### src/rtl/id_stage_pipe_if.sv
// Bundle of every IF/ID, bypass and ID/EX signal around the decode stage.
// The master modport is the decode stage itself; the slave modport is the
// surrounding pipeline (fetch, regfile, bypass network and execute).
interface id_stage_pipe_if #(
    parameter int XLEN    = 32,
    parameter int NUM_FWD = 2,
    parameter int RA_W    = 5
);
    logic                    in_valid;
    logic                    in_ready;
    logic [31:0]             in_instr;
    logic [XLEN-1:0]         in_pc;
    logic                    flush;
    logic [XLEN-1:0]         rf_rdata1;
    logic [XLEN-1:0]         rf_rdata2;
    logic [NUM_FWD-1:0]      fwd_valid;
    logic [NUM_FWD-1:0]      fwd_pending;
    logic [NUM_FWD*RA_W-1:0] fwd_rd;
    logic [NUM_FWD*XLEN-1:0] fwd_data;
    logic                    out_valid;
    logic                    out_ready;
    logic                    out_branch;
    logic                    out_jal;
    logic                    out_jalr;
    logic                    out_memread;
    logic                    out_memtoreg;
    logic                    out_memwrite;
    logic                    out_alusrc;
    logic                    out_regwrite;
    logic                    out_illegal;
    logic [3:0]              out_aluop;
    logic [2:0]              out_func3;
    logic [XLEN-1:0]         out_imm;
    logic [RA_W-1:0]         out_rs1;
    logic [RA_W-1:0]         out_rs2;
    logic [RA_W-1:0]         out_rd;
    logic [XLEN-1:0]         out_rs1_data;
    logic [XLEN-1:0]         out_rs2_data;
    logic [XLEN-1:0]         out_pc;

    modport master (
        input  in_valid, in_instr, in_pc, flush, rf_rdata1, rf_rdata2,
               fwd_valid, fwd_pending, fwd_rd, fwd_data, out_ready,
        output in_ready, out_valid, out_branch, out_jal, out_jalr, out_memread,
               out_memtoreg, out_memwrite, out_alusrc, out_regwrite, out_illegal,
               out_aluop, out_func3, out_imm, out_rs1, out_rs2, out_rd,
               out_rs1_data, out_rs2_data, out_pc
    );

    modport slave (
        output in_valid, in_instr, in_pc, flush, rf_rdata1, rf_rdata2,
               fwd_valid, fwd_pending, fwd_rd, fwd_data, out_ready,
        input  in_ready, out_valid, out_branch, out_jal, out_jalr, out_memread,
               out_memtoreg, out_memwrite, out_alusrc, out_regwrite, out_illegal,
               out_aluop, out_func3, out_imm, out_rs1, out_rs2, out_rd,
               out_rs1_data, out_rs2_data, out_pc
    );
endinterface

### src/rtl/id_stage_pipe.sv
// RV32I decode stage owning the ID/EX register: decodes controls and
// immediates, resolves operands through the bypass sources, stalls on
// load-use and talks valid/ready on both sides.
module id_stage_pipe #(
    parameter int XLEN    = 32,
    parameter int NUM_FWD = 2,
    parameter int RA_W    = 5
) (
    input  logic           clk,
    input  logic           rst,
    id_stage_pipe_if.master bus
);
    localparam logic [6:0] OP_IMM    = 7'b0010011;
    localparam logic [6:0] OP_REG    = 7'b0110011;
    localparam logic [6:0] OP_LOAD   = 7'b0000011;
    localparam logic [6:0] OP_STORE  = 7'b0100011;
    localparam logic [6:0] OP_BRANCH = 7'b1100011;
    localparam logic [6:0] OP_JAL    = 7'b1101111;
    localparam logic [6:0] OP_JALR   = 7'b1100111;
    localparam logic [6:0] OP_LUI    = 7'b0110111;
    localparam logic [6:0] OP_AUIPC  = 7'b0010111;

    typedef struct packed {
        logic            branch;
        logic            jal;
        logic            jalr;
        logic            memread;
        logic            memtoreg;
        logic            memwrite;
        logic            alusrc;
        logic            regwrite;
        logic            illegal;
        logic [3:0]      aluop;
        logic [2:0]      func3;
        logic [XLEN-1:0] imm;
        logic [RA_W-1:0] rs1;
        logic [RA_W-1:0] rs2;
        logic [RA_W-1:0] rd;
        logic [XLEN-1:0] rs1_data;
        logic [XLEN-1:0] rs2_data;
        logic [XLEN-1:0] pc;
    } payload_t;

    logic [31:0]     instr;
    logic [6:0]      opcode;
    logic [2:0]      func3;
    logic [RA_W-1:0] rs1_idx;
    logic [RA_W-1:0] rs2_idx;
    logic [31:0]     i_imm, s_imm, b_imm, j_imm, u_imm;

    assign instr   = bus.in_instr;
    assign opcode  = instr[6:0];
    assign func3   = instr[14:12];
    assign rs1_idx = RA_W'(instr[19:15]);
    assign rs2_idx = RA_W'(instr[24:20]);
    assign i_imm   = {{20{instr[31]}}, instr[31:20]};
    assign s_imm   = {{20{instr[31]}}, instr[31:25], instr[11:7]};
    assign b_imm   = {{19{instr[31]}}, instr[31], instr[7], instr[30:25], instr[11:8], 1'b0};
    assign j_imm   = {{11{instr[31]}}, instr[31], instr[19:12], instr[20], instr[30:21], 1'b0};
    assign u_imm   = {instr[31:12], 12'b0};

    // Unpack the flattened bypass buses and find per-source address hits.
    logic [RA_W-1:0]    fwd_rd_a   [NUM_FWD];
    logic [XLEN-1:0]    fwd_data_a [NUM_FWD];
    logic [NUM_FWD-1:0] hit1, hit2;

    for (genvar gi = 0; gi < NUM_FWD; gi++) begin : g_fwd
        assign fwd_rd_a[gi]   = bus.fwd_rd[gi*RA_W +: RA_W];
        assign fwd_data_a[gi] = bus.fwd_data[gi*XLEN +: XLEN];
        assign hit1[gi]       = bus.fwd_valid[gi] && (fwd_rd_a[gi] == rs1_idx);
        assign hit2[gi]       = bus.fwd_valid[gi] && (fwd_rd_a[gi] == rs2_idx);
    end

    // Youngest matching source wins; its pending flag is the one that counts,
    // so an older ready copy never masks an in-flight load.
    logic [XLEN-1:0] op1, op2;
    logic            pend1, pend2, found1, found2;

    always_comb begin
        op1    = bus.rf_rdata1;
        op2    = bus.rf_rdata2;
        pend1  = 1'b0;
        pend2  = 1'b0;
        found1 = 1'b0;
        found2 = 1'b0;
        for (int i = 0; i < NUM_FWD; i++) begin
            if (!found1 && hit1[i]) begin
                found1 = 1'b1;
                op1    = fwd_data_a[i];
                pend1  = bus.fwd_pending[i];
            end
            if (!found2 && hit2[i]) begin
                found2 = 1'b1;
                op2    = fwd_data_a[i];
                pend2  = bus.fwd_pending[i];
            end
        end
        if (rs1_idx == '0) begin
            op1   = '0;
            pend1 = 1'b0;
        end
        if (rs2_idx == '0) begin
            op2   = '0;
            pend2 = 1'b0;
        end
    end

    // Opcode decode into the payload that will be captured on accept.
    payload_t    dec;
    logic [31:0] imm32;
    logic        use_rs1, use_rs2;

    always_comb begin
        dec     = '0;
        imm32   = '0;
        use_rs1 = 1'b1;
        use_rs2 = 1'b0;
        case (opcode)
            OP_IMM: begin
                dec.regwrite = 1'b1;
                dec.alusrc   = 1'b1;
                dec.aluop    = {(func3 == 3'b101) && instr[30], func3};
                imm32        = i_imm;
            end
            OP_REG: begin
                dec.regwrite = 1'b1;
                dec.aluop    = {instr[30], func3};
                use_rs2      = 1'b1;
            end
            OP_LOAD: begin
                dec.regwrite = 1'b1;
                dec.alusrc   = 1'b1;
                dec.memread  = 1'b1;
                dec.memtoreg = 1'b1;
                imm32        = i_imm;
            end
            OP_STORE: begin
                dec.alusrc   = 1'b1;
                dec.memwrite = 1'b1;
                imm32        = s_imm;
                use_rs2      = 1'b1;
            end
            OP_BRANCH: begin
                dec.branch   = 1'b1;
                imm32        = b_imm;
                use_rs2      = 1'b1;
            end
            OP_JAL: begin
                dec.regwrite = 1'b1;
                dec.jal      = 1'b1;
                dec.branch   = 1'b1;
                imm32        = j_imm;
                use_rs1      = 1'b0;
            end
            OP_JALR: begin
                dec.regwrite = 1'b1;
                dec.alusrc   = 1'b1;
                dec.jalr     = 1'b1;
                dec.branch   = 1'b1;
                imm32        = i_imm;
            end
            OP_LUI, OP_AUIPC: begin
                dec.regwrite = 1'b1;
                dec.alusrc   = 1'b1;
                imm32        = u_imm;
                use_rs1      = 1'b0;
            end
            default: begin
                dec.illegal  = 1'b1;
            end
        endcase
        dec.func3    = func3;
        dec.imm      = XLEN'($signed(imm32));
        dec.rs1      = rs1_idx;
        dec.rs2      = rs2_idx;
        dec.rd       = RA_W'(instr[11:7]);
        dec.rs1_data = op1;
        dec.rs2_data = op2;
        dec.pc       = bus.in_pc;
    end

    payload_t payload_d, payload_q;
    logic     out_valid_d, out_valid_q;
    logic     hazard;
    logic     accept;

    assign hazard       = (use_rs1 && pend1) || (use_rs2 && pend2);
    assign bus.in_ready = !rst && !bus.flush && !hazard && (!out_valid_q || bus.out_ready);
    assign accept       = bus.in_valid && bus.in_ready;

    // Next ID/EX contents: flush beats accept, accept beats drain, else hold.
    always_comb begin
        payload_d   = payload_q;
        out_valid_d = out_valid_q;
        if (bus.flush) begin
            out_valid_d = 1'b0;
        end else if (accept) begin
            payload_d   = dec;
            out_valid_d = 1'b1;
        end else if (bus.out_ready && out_valid_q) begin
            out_valid_d = 1'b0;
        end
    end

    // ID/EX pipeline register with synchronous clear.
    always_ff @(posedge clk) begin
        if (rst) begin
            payload_q   <= '0;
            out_valid_q <= 1'b0;
        end else begin
            payload_q   <= payload_d;
            out_valid_q <= out_valid_d;
        end
    end

    assign bus.out_valid    = out_valid_q;
    assign bus.out_branch   = payload_q.branch;
    assign bus.out_jal      = payload_q.jal;
    assign bus.out_jalr     = payload_q.jalr;
    assign bus.out_memread  = payload_q.memread;
    assign bus.out_memtoreg = payload_q.memtoreg;
    assign bus.out_memwrite = payload_q.memwrite;
    assign bus.out_alusrc   = payload_q.alusrc;
    assign bus.out_regwrite = payload_q.regwrite;
    assign bus.out_illegal  = payload_q.illegal;
    assign bus.out_aluop    = payload_q.aluop;
    assign bus.out_func3    = payload_q.func3;
    assign bus.out_imm      = payload_q.imm;
    assign bus.out_rs1      = payload_q.rs1;
    assign bus.out_rs2      = payload_q.rs2;
    assign bus.out_rd       = payload_q.rd;
    assign bus.out_rs1_data = payload_q.rs1_data;
    assign bus.out_rs2_data = payload_q.rs2_data;
    assign bus.out_pc       = payload_q.pc;
endmodule

### src/flat_wrapper.sv
// flat-port wrapper written by rule: the top's interface ports become plain ports
module id_stage_pipe_flat 
#(
    parameter int XLEN    = 32,
    parameter int NUM_FWD = 2,
    parameter int RA_W    = 5
)
  (clk, rst, bus_in_valid, bus_in_instr, bus_in_pc, bus_flush, bus_rf_rdata1, bus_rf_rdata2, bus_fwd_valid, bus_fwd_pending, bus_fwd_rd, bus_fwd_data, bus_out_ready, bus_in_ready, bus_out_valid, bus_out_branch, bus_out_jal, bus_out_jalr, bus_out_memread, bus_out_memtoreg, bus_out_memwrite, bus_out_alusrc, bus_out_regwrite, bus_out_illegal, bus_out_aluop, bus_out_func3, bus_out_imm, bus_out_rs1, bus_out_rs2, bus_out_rd, bus_out_rs1_data, bus_out_rs2_data, bus_out_pc);
  id_stage_pipe_if #(.XLEN(XLEN), .NUM_FWD(NUM_FWD), .RA_W(RA_W)) bus_i ();
  input  logic clk;
  input  logic rst;
  input wire logic [$bits(bus_i.in_valid)-1:0] bus_in_valid;
  input wire logic [$bits(bus_i.in_instr)-1:0] bus_in_instr;
  input wire logic [$bits(bus_i.in_pc)-1:0] bus_in_pc;
  input wire logic [$bits(bus_i.flush)-1:0] bus_flush;
  input wire logic [$bits(bus_i.rf_rdata1)-1:0] bus_rf_rdata1;
  input wire logic [$bits(bus_i.rf_rdata2)-1:0] bus_rf_rdata2;
  input wire logic [$bits(bus_i.fwd_valid)-1:0] bus_fwd_valid;
  input wire logic [$bits(bus_i.fwd_pending)-1:0] bus_fwd_pending;
  input wire logic [$bits(bus_i.fwd_rd)-1:0] bus_fwd_rd;
  input wire logic [$bits(bus_i.fwd_data)-1:0] bus_fwd_data;
  input wire logic [$bits(bus_i.out_ready)-1:0] bus_out_ready;
  output wire logic [$bits(bus_i.in_ready)-1:0] bus_in_ready;
  output wire logic [$bits(bus_i.out_valid)-1:0] bus_out_valid;
  output wire logic [$bits(bus_i.out_branch)-1:0] bus_out_branch;
  output wire logic [$bits(bus_i.out_jal)-1:0] bus_out_jal;
  output wire logic [$bits(bus_i.out_jalr)-1:0] bus_out_jalr;
  output wire logic [$bits(bus_i.out_memread)-1:0] bus_out_memread;
  output wire logic [$bits(bus_i.out_memtoreg)-1:0] bus_out_memtoreg;
  output wire logic [$bits(bus_i.out_memwrite)-1:0] bus_out_memwrite;
  output wire logic [$bits(bus_i.out_alusrc)-1:0] bus_out_alusrc;
  output wire logic [$bits(bus_i.out_regwrite)-1:0] bus_out_regwrite;
  output wire logic [$bits(bus_i.out_illegal)-1:0] bus_out_illegal;
  output wire logic [$bits(bus_i.out_aluop)-1:0] bus_out_aluop;
  output wire logic [$bits(bus_i.out_func3)-1:0] bus_out_func3;
  output wire logic [$bits(bus_i.out_imm)-1:0] bus_out_imm;
  output wire logic [$bits(bus_i.out_rs1)-1:0] bus_out_rs1;
  output wire logic [$bits(bus_i.out_rs2)-1:0] bus_out_rs2;
  output wire logic [$bits(bus_i.out_rd)-1:0] bus_out_rd;
  output wire logic [$bits(bus_i.out_rs1_data)-1:0] bus_out_rs1_data;
  output wire logic [$bits(bus_i.out_rs2_data)-1:0] bus_out_rs2_data;
  output wire logic [$bits(bus_i.out_pc)-1:0] bus_out_pc;
  assign bus_i.in_valid = bus_in_valid;
  assign bus_i.in_instr = bus_in_instr;
  assign bus_i.in_pc = bus_in_pc;
  assign bus_i.flush = bus_flush;
  assign bus_i.rf_rdata1 = bus_rf_rdata1;
  assign bus_i.rf_rdata2 = bus_rf_rdata2;
  assign bus_i.fwd_valid = bus_fwd_valid;
  assign bus_i.fwd_pending = bus_fwd_pending;
  assign bus_i.fwd_rd = bus_fwd_rd;
  assign bus_i.fwd_data = bus_fwd_data;
  assign bus_i.out_ready = bus_out_ready;
  assign bus_in_ready = bus_i.in_ready;
  assign bus_out_valid = bus_i.out_valid;
  assign bus_out_branch = bus_i.out_branch;
  assign bus_out_jal = bus_i.out_jal;
  assign bus_out_jalr = bus_i.out_jalr;
  assign bus_out_memread = bus_i.out_memread;
  assign bus_out_memtoreg = bus_i.out_memtoreg;
  assign bus_out_memwrite = bus_i.out_memwrite;
  assign bus_out_alusrc = bus_i.out_alusrc;
  assign bus_out_regwrite = bus_i.out_regwrite;
  assign bus_out_illegal = bus_i.out_illegal;
  assign bus_out_aluop = bus_i.out_aluop;
  assign bus_out_func3 = bus_i.out_func3;
  assign bus_out_imm = bus_i.out_imm;
  assign bus_out_rs1 = bus_i.out_rs1;
  assign bus_out_rs2 = bus_i.out_rs2;
  assign bus_out_rd = bus_i.out_rd;
  assign bus_out_rs1_data = bus_i.out_rs1_data;
  assign bus_out_rs2_data = bus_i.out_rs2_data;
  assign bus_out_pc = bus_i.out_pc;
  id_stage_pipe #(.XLEN(XLEN), .NUM_FWD(NUM_FWD), .RA_W(RA_W)) u_core (.clk(clk), .rst(rst), .bus(bus_i));
endmodule
### config.mk
export PLATFORM = sky130hd
export DESIGN_NAME = id_stage_pipe_flat
export DESIGN_NICKNAME = d
export VERILOG_FILES = /design/src/rtl/id_stage_pipe_if.sv /design/src/rtl/id_stage_pipe.sv /design/src/flat_wrapper.sv
export SDC_FILE = /design/constraint.sdc
export NUM_CORES = 1
export LEC_CHECK = 0
export BUFFER_PORTS_ARGS = -buffer_cell sky130_fd_sc_hd__buf_2
export CAP_MARGIN = 25
export CORE_AREA = 2 2 145 147
export CTS_CLUSTER_SIZE = 8
export DETAILED_ROUTE_END_ITERATION = 6
export DIE_AREA = 0 0 147 149
export GPL_TIMING_DRIVEN = 0
export PLACE_DENSITY = 0.81
export SETUP_SLACK_MARGIN = 0.3
export SLEW_MARGIN = 20
export SYNTH_ARGS = -nofsm -noshare
export SYNTH_HDL_FRONTEND = slang
export SYNTH_SLANG_ARGS = --single-unit
### constraint.sdc
create_clock -name clk -period 4 [get_ports clk]
set_input_delay 1 -clock clk [delete_from_list [all_inputs] [get_ports clk]]
set_output_delay 1 -clock clk [all_outputs]
set_load 0.03 [all_outputs]
==> impl_metrics.py <==
metrics = {
    "sta": {
        "slew_headroom_pct": 55.7,
        "tns_ps": 0,
        "holdWs_ps": 454,
        "finalClockSkew_ps": 11.7,
        "finalSetupViolations": 0,
        "fin_crit_sh_pct": 91.1,
        "rsz0062_at_grt": "false",
        "setup_ws_ps": 357,
        "hold_viol": 0,
        "maxSlewViolCount": 0,
        "worst_pin_slew_ps": 662,
        "period_minus_slack_ps": 3640,
        "max_freq_mhz": 274,
    },
    "clocking": {
        "root_buffer": "clkbuf_16",
        "h-tree-depth": 4,
        "cts.sinks": 159,
        "cts_tree": "done",
        "postCtsHoldBufs": 0,
        "clk_latency_ps": 430,
        "clock_path_buffers": 2,
        "cts_buffers": 17,
        "clk_pin_slew_worst_paths_ps": 60,
    },
    "synth": {
        "synthDistinctLibCells": 53,
        "syn_area_um2": 8500,
        "ys_ff_latch": 159,
        "ys_warn_count": 0,
        "async_flop_share_pct": 0,
        "synth.avg_cell_area_um2": 9.13,
        "ys.flop_type": "dfxtp_1",
        "syn_inst": 931,
        "yosys.area_share.simple_pct": 16.6,
        "ys_seq_area_share_pct": 37.4,
        "synth_top_family_by_area": "multiplexers",
        "synth_xor_area_share_pct": 2.06,
        "synth_edf_count": 0,
        "synth_fp_nets": 1142,
        "synth_compound_area_share_pct": 16.7,
        "synth_fa_ha_area_share_pct": 0,
        "synth.area.mux_share_pct": 22.3,
    },
    "placement": {
        "dp_hpwl_um": 23900,
        "gp_routability_congestion": 0.946,
        "place_ws_ps": -63.9,
        "portBuffers": 365,
    },
    "grt": {
        "grt_pass1_vias": 8298,
        "grt_usage_pct": 26.5,
        "overflow": 0,
        "antenna_found_initial": 6,
        "grt_max_degree": 17,
        "grt_pass1_wl_um": 45300,
    },
    "floorplan": {
        "die_h_um": 149,
        "dieArea_um2": 21900,
        "die_w_um": 147,
        "core_um2": 20600,
        "std_cell_rows": 53,
        "initial_core_util_pct": 41.4,
        "ios": 372,
    },
    "worst_hold_path": {
        "min_path_type": "flip-flop to flip-flop",
        "min_from": "u_core.bus.out_rs1_data[4]",
    },
    "cells_and_area": {
        "nets": 1529,
        "final_layout_size_suffix_gt1_share_pct": 37.4,
        "syn_to_final_growth_pct": 33.6,
        "fin_util_pct": 55.3,
    },
    "critical_path": {
        "critPathArrivalTime_ps": 2640,
        "startpoint": "bus_in_instr[21]",
        "cp-start-kind": "primary input",
        "critPathRequiredTime_ps": 3000,
        "r2r_cells": 9,
        "r2r-start": "u_core.bus.out_valid",
        "r2r_setup_slack_ps": 1890,
        "reg2reg_to": "u_core.bus.out_func3[1]",
        "endpoint": "bus_in_ready",
        "end_kind": "output port",
        "crit_type": "primary input to output port",
        "crit_fanout": 10,
    },
    "power_and_ir_drop": {
        "power.density_nw_per_um2": 360,
        "irDropWorstVdd_v": 0.000284,
        "p_leak_uw": 0.00547,
    },
    "status": {
        "status": "complete, no violations",
    },
    "job": {
        "drv_cap": 0,
    },
    "route": {
        "antenna_left": 0,
        "drc": 0,
        "drt_iter0_drc": 607,
        "vias": 8657,
        "wl_um": 30400,
        "first_pass_iters": 5,
        "avgRoutedWirePerCell_um": 18.9,
        "vias_per_cell": 5.37,
    },
}
cell families after synthesis:
kind of cell / Yosys count
mux: 183
simple gates: 284
compound gates: 195
flops: 159
xor+xnor: 20
buf+inv: 90
worst min-delay path by stage:
stage,to,slack [ps],depth (start not counted)
6_report,u_core.bus.out_rs1_data[4],450,2
4_1_cts,u_core.bus.out_rs1_data[4],460,2
3_5_place_dp,u_core.bus.out_rs1_data[4],450,2
5_1_grt,u_core.bus.out_imm[28],470,2
3_3_place_gp,u_core.bus.out_rs2_data[15],440,2
2_1_floorplan,u_core.bus.out_rs1_data[13],590,2
power by group:
group	internal (µW)	total (µW)	switching [µW]
Clock	965	1690	722
Sequential	1650	1680	31.5
Combinational	281	721	440
Total	2890	4090	1190
flip-flops by register name, indices dropped and copies added, names as in the netlist, 3 cells and up:
name and count:
u_core.bus.out_func3 3, u_core.bus.out_rs2 5, u_core.bus.out_aluop 4, u_core.bus.out_pc 32, u_core.bus.out_imm 32, u_core.bus.out_rd 5, u_core.bus.out_rs1 5, u_core.bus.out_rs1_data 32
u_core.bus.out_rs2_data 32
metal layers:
layer / part of all wire (%) / GRT usage [%]
met5: 0.069 / 0
met4: 3.0 / 9.76
met3: 7.5 / 6.64
met2: 48 / 44.5
met1: 41 / 33.2
layout by cell type (no fill, tap or decap), drive strengths merged, types with 4 or more instances in the layout:
cell type and count:
xnor2 12, clkbuf 71, nor2 78, and2 10, nand2 85, nor2b 52, inv 10, nor3 5
nand4 10, mux2 51, xor2 8, dfxtp 159, buf 401, nand3 11, a31oi 11, a21oi 54
diode 5, o31ai 27, a22o 4, nor4 5, clkinv 4, mux2i 132, o2111ai 6, a311oi 9
o21ai 5, a211o 65, or4 15
stage by stage:
step,instances,total power [µW],area (µm²)
after floorplan,931,2130,8510
after global placement,1571,2410,10700
after detailed placement,1571,2420,10700
after CTS,1604,4100,11300
after global routing,1607,4220,11400
final,1611,4090,11400
what timing repair did:
action	in CTS	in global routing
endpoints found under the hold margin	0	0
setup endpoints to repair	1	1
resized for setup	7	9
pin swaps	1	3
buffers inserted	1	2
critical path: stages:
cell	delay, ps
buf_4	160
or4_4	560
nor2_4	100
or3_1	120
buf_6	130
o21ba_4	180
buf_6	150
nor2_4	100
buf_6	140
cell type report:
cell class	count	area (µm²)
flip-flops and latches	159	3180
inverters	5	18.8
diodes	5	12.5
repair buffers	368	1860
plain buffers	85	408
clock buffers	19	453
clock inverters	13	150
well taps	275	344
fillers	1946	9200
multi-input cells	682	4930
cells in the mapped netlist, drive strengths merged, types with 5 or more instances:
master,count,area share [%]
nand2,85,3.8
o21ai,5,0.29
dfxtp,159,37
o31ai,27,2.4
nand4,10,0.74
nand3,11,0.79
xor2,8,0.82
and2,10,0.74
mux2,51,6.8
a31oi,11,0.81
a211o,65,6.7
mux2i,132,16
nor4,5,0.44
o2111ai,6,0.62
nor2b,52,3.8
a311oi,9,0.93
buf,33,2.4
nor2,78,3.5
xnor2,12,1.2
clkbuf,52,2.3
or4,15,1.4
a21oi,54,3.2
nor3,5,0.29
inv,5,0.22
Note: power is estimated with default switching activity, not from simulation.
